--- config.mk ---
export PLATFORM = sky130hd
export DESIGN_NAME = frame_pixel_scanner
export DESIGN_NICKNAME = d
export VERILOG_FILES = /design/src/rtl/frame_pixel_scanner.sv
export SDC_FILE = /design/constraint.sdc
export NUM_CORES = 1
export LEC_CHECK = 0
export ABC_CLOCK_PERIOD_IN_PS = 2990
export CAP_MARGIN = 10
export CORE_MARGIN = 1
export CORE_UTILIZATION = 40
export DETAILED_ROUTE_END_ITERATION = 8
export HOLD_SLACK_MARGIN = 0.05
export PLACE_DENSITY = 0.61
export SLEW_MARGIN = 15
export SYNTH_ARGS = -nofsm -noshare
export SYNTH_HDL_FRONTEND = slang
export SYNTH_SLANG_ARGS = --single-unit
--- constraint.sdc ---
create_clock -name clk -period 2.99 [get_ports clk]
set_input_delay 0.7475 -clock clk [delete_from_list [all_inputs] [get_ports clk]]
set_output_delay 0.7475 -clock clk [all_outputs]
set_load 0.01 [all_outputs]
--- src/rtl/frame_pixel_scanner.sv ---
// frame_pixel_scanner
// Raster-scan driver for the renderer chain and write side of the VGA adapter.
// It sweeps x/y across the screen, carries each issued coordinate through a
// delay line that matches the renderer (sprite ROM) latency, and presents the
// re-aligned pixel on the plot/vgaX/vgaY/vgaColor write port. After each frame
// it drains the delay line, then raises frameClk for FRAME_HOLD cycles and
// bumps frameCount.
//
// Ports:
//   clk        system clock, all logic on posedge
//   resetn     asynchronous active-low reset
//   enable     level, high lets SCAN issue a new pixel each cycle
//   color      renderer colour for the coordinate issued PIXEL_LATENCY cycles ago
//   x, y       current scan coordinate driven into the renderers
//   plot       VGA write strobe, one cycle per pixel
//   vgaX, vgaY coordinate of the pixel being written
//   vgaColor   colour of the pixel being written (passthrough of color)
//   frameClk   high during vertical blank
//   frameCount completed-frame counter, wraps modulo 2^16

module frame_pixel_scanner #(
  parameter int SCREEN_W      = 160,
  parameter int SCREEN_H      = 120,
  parameter int PIXEL_LATENCY = 2,
  parameter int FRAME_HOLD    = 4
) (
  input  logic        clk,
  input  logic        resetn,
  input  logic        enable,
  input  logic [2:0]  color,
  output logic [7:0]  x,
  output logic [7:0]  y,
  output logic        plot,
  output logic [7:0]  vgaX,
  output logic [7:0]  vgaY,
  output logic [2:0]  vgaColor,
  output logic        frameClk,
  output logic [15:0] frameCount
);

  localparam logic [7:0] X_LAST = 8'(SCREEN_W - 1);
  localparam logic [7:0] Y_LAST = 8'(SCREEN_H - 1);

  // The phase counter times both FLUSH and VBLANK, so size it for the longer one.
  localparam int PHASE_MAX = (PIXEL_LATENCY > FRAME_HOLD) ? PIXEL_LATENCY : FRAME_HOLD;
  localparam int CNT_W     = (PHASE_MAX > 1) ? $clog2(PHASE_MAX) : 1;
  localparam logic [CNT_W-1:0] FLUSH_LAST = CNT_W'(PIXEL_LATENCY - 1);
  localparam logic [CNT_W-1:0] HOLD_LAST  = CNT_W'(FRAME_HOLD - 1);

  typedef enum logic [1:0] {
    SCAN,
    FLUSH,
    VBLANK
  } stateT;

  stateT                    state;
  logic [CNT_W-1:0]         phaseCnt;
  logic                     issue;
  logic [PIXEL_LATENCY-1:0] validPipe;
  logic [7:0]               xPipe [PIXEL_LATENCY];
  logic [7:0]               yPipe [PIXEL_LATENCY];

  assign issue = (state == SCAN) && enable;

  // Scan sequencer: walks x/y in raster order while enabled, then spends
  // PIXEL_LATENCY cycles letting the last pixels drain before vertical blank.
  // x/y are already parked at 0 when the last pixel is issued, so FLUSH and
  // VBLANK never need to touch them.
  always_ff @(posedge clk or negedge resetn) begin
    if (!resetn) begin
      state      <= SCAN;
      phaseCnt   <= '0;
      x          <= 8'd0;
      y          <= 8'd0;
      frameClk   <= 1'b0;
      frameCount <= 16'd0;
    end else begin
      case (state)
        SCAN: begin
          if (enable) begin
            if (x == X_LAST) begin
              x <= 8'd0;
              if (y == Y_LAST) begin
                y        <= 8'd0;
                state    <= FLUSH;
                phaseCnt <= '0;
              end else begin
                y <= y + 8'd1;
              end
            end else begin
              x <= x + 8'd1;
            end
          end
        end
        FLUSH: begin
          if (phaseCnt == FLUSH_LAST) begin
            state      <= VBLANK;
            phaseCnt   <= '0;
            frameClk   <= 1'b1;
            frameCount <= frameCount + 16'd1;
          end else begin
            phaseCnt <= phaseCnt + 1'b1;
          end
        end
        VBLANK: begin
          if (phaseCnt == HOLD_LAST) begin
            state    <= SCAN;
            phaseCnt <= '0;
            frameClk <= 1'b0;
          end else begin
            phaseCnt <= phaseCnt + 1'b1;
          end
        end
        default: begin
          state    <= SCAN;
          phaseCnt <= '0;
          frameClk <= 1'b0;
        end
      endcase
    end
  end

  // Coordinate delay line: free-running shift register that never stalls, so
  // pixels already in flight keep draining while the scan is paused.
  always_ff @(posedge clk or negedge resetn) begin
    if (!resetn) begin
      validPipe <= '0;
      for (int i = 0; i < PIXEL_LATENCY; i++) begin
        xPipe[i] <= 8'd0;
        yPipe[i] <= 8'd0;
      end
    end else begin
      validPipe[0] <= issue;
      xPipe[0]     <= x;
      yPipe[0]     <= y;
      for (int i = 1; i < PIXEL_LATENCY; i++) begin
        validPipe[i] <= validPipe[i-1];
        xPipe[i]     <= xPipe[i-1];
        yPipe[i]     <= yPipe[i-1];
      end
    end
  end

  assign plot     = validPipe[PIXEL_LATENCY-1];
  assign vgaX     = xPipe[PIXEL_LATENCY-1];
  assign vgaY     = yPipe[PIXEL_LATENCY-1];
  assign vgaColor = color;

endmodule

---- Word level (Yosys, flattened, before mapping) ----
Cells that the tools add are included.
storage, ports and cells
  logic and storage cells ................. 52
  input bits .............................. 6
  register bits after elaboration ......... 71
cells by class
  $add $sub $neg .......................... 4
  reductions and logical operators ........ 8
  bitwise gates (word level) .............. 1
  multiplexer cells ....................... 17
  equality and inequality tests ........... 11
operator list
  cell                                                  number
  two-way mux 2 bit                                     10
  adder 16 x 1 -> 16 bit (second input constant)        1
  adder 8 x 1 -> 8 bit (second input constant)          2
  two-way mux 8 bit                                     2
  one-hot mux 2 bit (3 select lines)                    2
  AND reduction 3 bit                                   3
  equality test 8 x 7 -> 1 bit (second input constant)  1
  equality test 8 bit (second input constant)           1
  != test 2 bit (second input constant)                 3
  AND reduction 5 bit                                   1
  equality test 2 x 1 -> 1 bit (second input constant)  2
  equality test 2 bit (second input constant)           2
  != test 2 x 1 -> 1 bit (second input constant)        2
  AND reduction 2 bit                                   2
  one-hot mux 1 bit (3 select lines)                    1
  adder 2 x 1 -> 2 bit (second input constant)          1
  logical NOT 2 bit                                     1
  two-way mux 1 bit                                     2
  logical AND 1 bit                                     1
  NOT 1 bit                                             1

---- Logic depth before layout (Yosys ltp) ----
  depth after elaboration ................. 5
  depth in mapped cells ................... 7

---- Worst setup path after synthesis ----
OpenSTA, ideal clock, no wires.
  path kind ............................... input to register
  start ................................... input enable
  end ..................................... register state[0]
  cell stages on the path ................. 4
  arrival ................................. 1.559 ns
  buffers on the path ..................... 0
  data required time ...................... 2.862 ns
  setup slack ............................. 1.304 ns
  cells stage by stage .................... and4_1 > nand4_2 > a21oi_2 > mux2_1
between the ends
  cells in the longest elaborated chain, start to end .. 2
RTL lines
  item                                  RTL line  RTL
  start: declaration                    29        input logic enable,
  != test 2 bit (no source line)        -
  AND reduction 5 bit (no source line)  -
  end signal: assignment                71        state <= SCAN;
  end signal: assignment                85        state <= FLUSH;
  end signal: assignment                97        state <= VBLANK;
  end: declaration                      56        stateT state;
Every way passes these cells.
A chain may end at the register's enable or synchronous reset.

---- Worst setup path after layout ----
  start ................................... register x[2]
  end ..................................... output x[2]
RTL lines
  item                      RTL line  RTL
  start: declaration        31        output logic [7:0] x,
  start signal: assignment  91        x <= x + 8'd1;
No word-level cell between the ends.

==> impl_metrics.toml <==
[global_route]
grt.overflow.total = 0
grt_antenna_before_repair = 0
grt.total_usage_pct = 13.70
maximum_number_of_pins_on_one_net_before_global_route_repair = 72
wire_length_of_the_first_global_routing_pass_um = 7721
grt_pass1_vias = 1573

[layout]
finalNetCount = 286
area_growth_syn_to_layout_pct = 24.13
final-instance-count-excl-fill = 371
post-route-cell-area_um2 = 3578
sequential_cell_area_um2 = 1777
fillCellCount = 609
antenna_cells_inserted = 0
footprint_of_the_multi_input_gates_um2 = 929.6
post_route_cells_drive_above_1_share_pct = 10.55

[clock_network]
clk_pin_slew_worst_paths_ns = 0.08
tritoncts = "built"
htreeDepth = 3
clock_sink_count = 71
clk_root_buffer_cell = "clkbuf_8"
ctsLongestPathBuffers = 2
clock_latency_on_the_worst_skew_pair_ns = 0.34
cts.hold.buffers_added = 0
number_of_buffers_added_by_the_clock_tree_synthesis_step = 9
postCtsSetupBuffers = 0
cts_repair_resizes = 0

[hold_path]
hold_path_class = "register to register"

[timing]
report.final.slew_viol_count = 0
worst_rel_slew_slack_pct = 42.50
finalCritPeriodShare_pct = 75.94
rsz0062_at_grt = "no"
hold_viol_final = 0
final.setup.tns_ns = 0
fin_worst_skew_ns = 0.01196
finalSetupViolations = 0
final_period_minus_worst_setup_slack_ns = 2.271
final.hold.worst_slack_ns = 0.3478
fmax_mhz = 440.4
max_slew.worst_pin.slew_ns = 0.8625
min_setup_slack_post_route_ns = 0.7194

[floorplan]
ios = 59
dieWidth_um = 86.90
placeableCoreArea_um2 = 6869
fp.dieH_um = 86.90
initial_core_util_pct = 41.97
core.rowCount = 30
dieArea_um2 = 7551

[place]
dp.cells = 355
hpwl_um = 3176
post_dp_cell_area_um2 = 3383
port_buffers = 52
gp_routability_congestion = 0.7784
pre_cts_slack_ns = 0.6873

[synth]
syn_area_um2 = 2883
yosysWarningCount = 0
synth_sequential_area_ratio_pct = 61.63
synth.net_count = 241
synth.top_cells.by_area = "dfrtp_1 62%, buf_4 4.9%, ha_1 4.3%"
ys.flop_type = "dfrtp_1"
synth-edff-count = 0
ys_top_cells_by_count = "71 x dfrtp_1, 25 x nand2_1, 19 x buf_4"
synthCells = 225
netlist.area_leader.share_pct = 61.63
ys_types = 36
number_of_synthesized_register_bits = 71
synthesis.area_per_instance_um2 = 12.81
synth-async-reset-ratio_pct = 100.0
most_common_cell_in_the_synthesized_netlist = "dfrtp_1"
post-synth-top-area-cell = "dfrtp_1"

[route]
drcViolationCount = 0
drtIter0Drc = 57
finalWirelength_um = 4616
drt-vias-per-instance = 4.658
first_pass_iters = 4
m1WireLength_um = 2180
ant_nets = 0
detailroute.via_count = 1728
detailroute.wirelength.met2_um = 2151
avgRoutedWirePerCell_um = 12.44
dr.max_layer_used = "met4"
route.met3.wl_um = 173

[setup_path]
worst_ep_arrival_time_ns = 1.52
timing.reg2reg.setup_slack_ns = 1.11
cell_type_group_with_the_largest_total_delay_on_the_critical_path = "buffers and inverters"
crit_fanout = 9
critical_path_required_ns = 2.24
cp_slowest_stage_delay_ns = 0.62
worstSetupPathType = "register to primary output"
endpoint_kind = "primary output"
critPathLaunchType = "register"
cp.buffers_inverters = 1
worstPathCellList = "clkdlybuf4s50_1"
critPathSlowestCell = "clkdlybuf4s50_1"

[run_status]
status = "finished clean"

[power_and_ir_drop]
ir_worst_vdd_v = 0.0002230
total_leakage_power_nw = 1.616
cellPowerDensity_nw_per_um2 = 598.6

[flow_run]
drv_cap = 0
-- cells in the final DEF, fill, tap and decap left out, types with 2 or more instances in the layout --
cell type        count
a21oi_1              3
a31oi_1              2
and3_1               3
and4_1               4
clkbuf_8             9
clkdlybuf4s50_1     51
clkinvlp_4           2
dfrtp_1             71
ha_1                10
inv_1                8
inv_6                2
mux2i_1              3
nand2_1             25
nand3_1             10
nand4_1              5
nor2_1               8
nor3_1               2
nor4_2               2
o21ai_0              6
o21ai_1              3
o31ai_1              2
xnor2_1             13
xor2_1              10
-- flip-flops by register name, summed over array words and instances, names as in the netlist --
name,flops
x,8
y,8
vgaX,8
vgaY,8
state,2
frameClk,1
frameCount,16
yPipe,8
phaseCnt,2
xPipe,8
validPipe,2
-- kinds of logic (layout without fill, tap and decap cells) --
logic type / after synthesis / after routing / synth area share (%)
buf+inv: 28 / 78 / 6.120
simple gates: 69 / 69 / 15.19
xor+xnor: 23 / 23 / 6.988
mux: 5 / 5 / 1.823
flops: 71 / 71 / 61.63
fa+ha+maj: 10 / 10 / 4.340
compound gates: 19 / 19 / 3.906
-- routing by layer --
metal	up-vias	global-route usage (%)
li1	846	-
met5	-	0
met2	44	19.83
met1	831	18.69
met4	0	8.182
met3	7	3.318
-- metrics by stage --
| step | utilization [%] | power [mW] |
|---|---|---|
| floorplan | - | 1.283 |
| global placement | 49.25 | 1.416 |
| detailed placement | 49.25 | 1.421 |
| CTS | 52.09 | 2.171 |
| global route | 52.09 | 2.255 |
| finish | 52.09 | 2.142 |
-- final cells by class --
cell class / count / share of cell area, %
flip-flops and latches: 71 / 49.65
multi-input cells: 126 / 25.98
repair buffers: 53 / 14.62
clock buffers: 10 / 3.566
well taps: 96 / 3.357
clock inverters: 6 / 1.888
inverters: 9 / 0.9441
-- path summary, 6_finish.rpt --
| kind | startpoint | end | cells after the start |
|---|---|---|---|
| max reg2reg | state[1] | frameCount[13] | 6 |
| min in group asynchronous | resetn | phaseCnt[1] | 2 |
| min reg2reg | xPipe[15] | vgaX[7] | 0 |
| min | xPipe[15] | vgaX[7] | 0 |
| max | x[2] | x[2] | 1 |
| max in group asynchronous | resetn | x[3] | 2 |
-- where the power goes --
| part | internal [mW] | switching, mW | total [mW] |
|---|---|---|---|
| clock | 0.390 | 0.356 | 0.746 |
| sequential | 1.05 | 0.0983 | 1.15 |
| combinational | 0.141 | 0.104 | 0.245 |
Power figures use the tool's default switching activity.
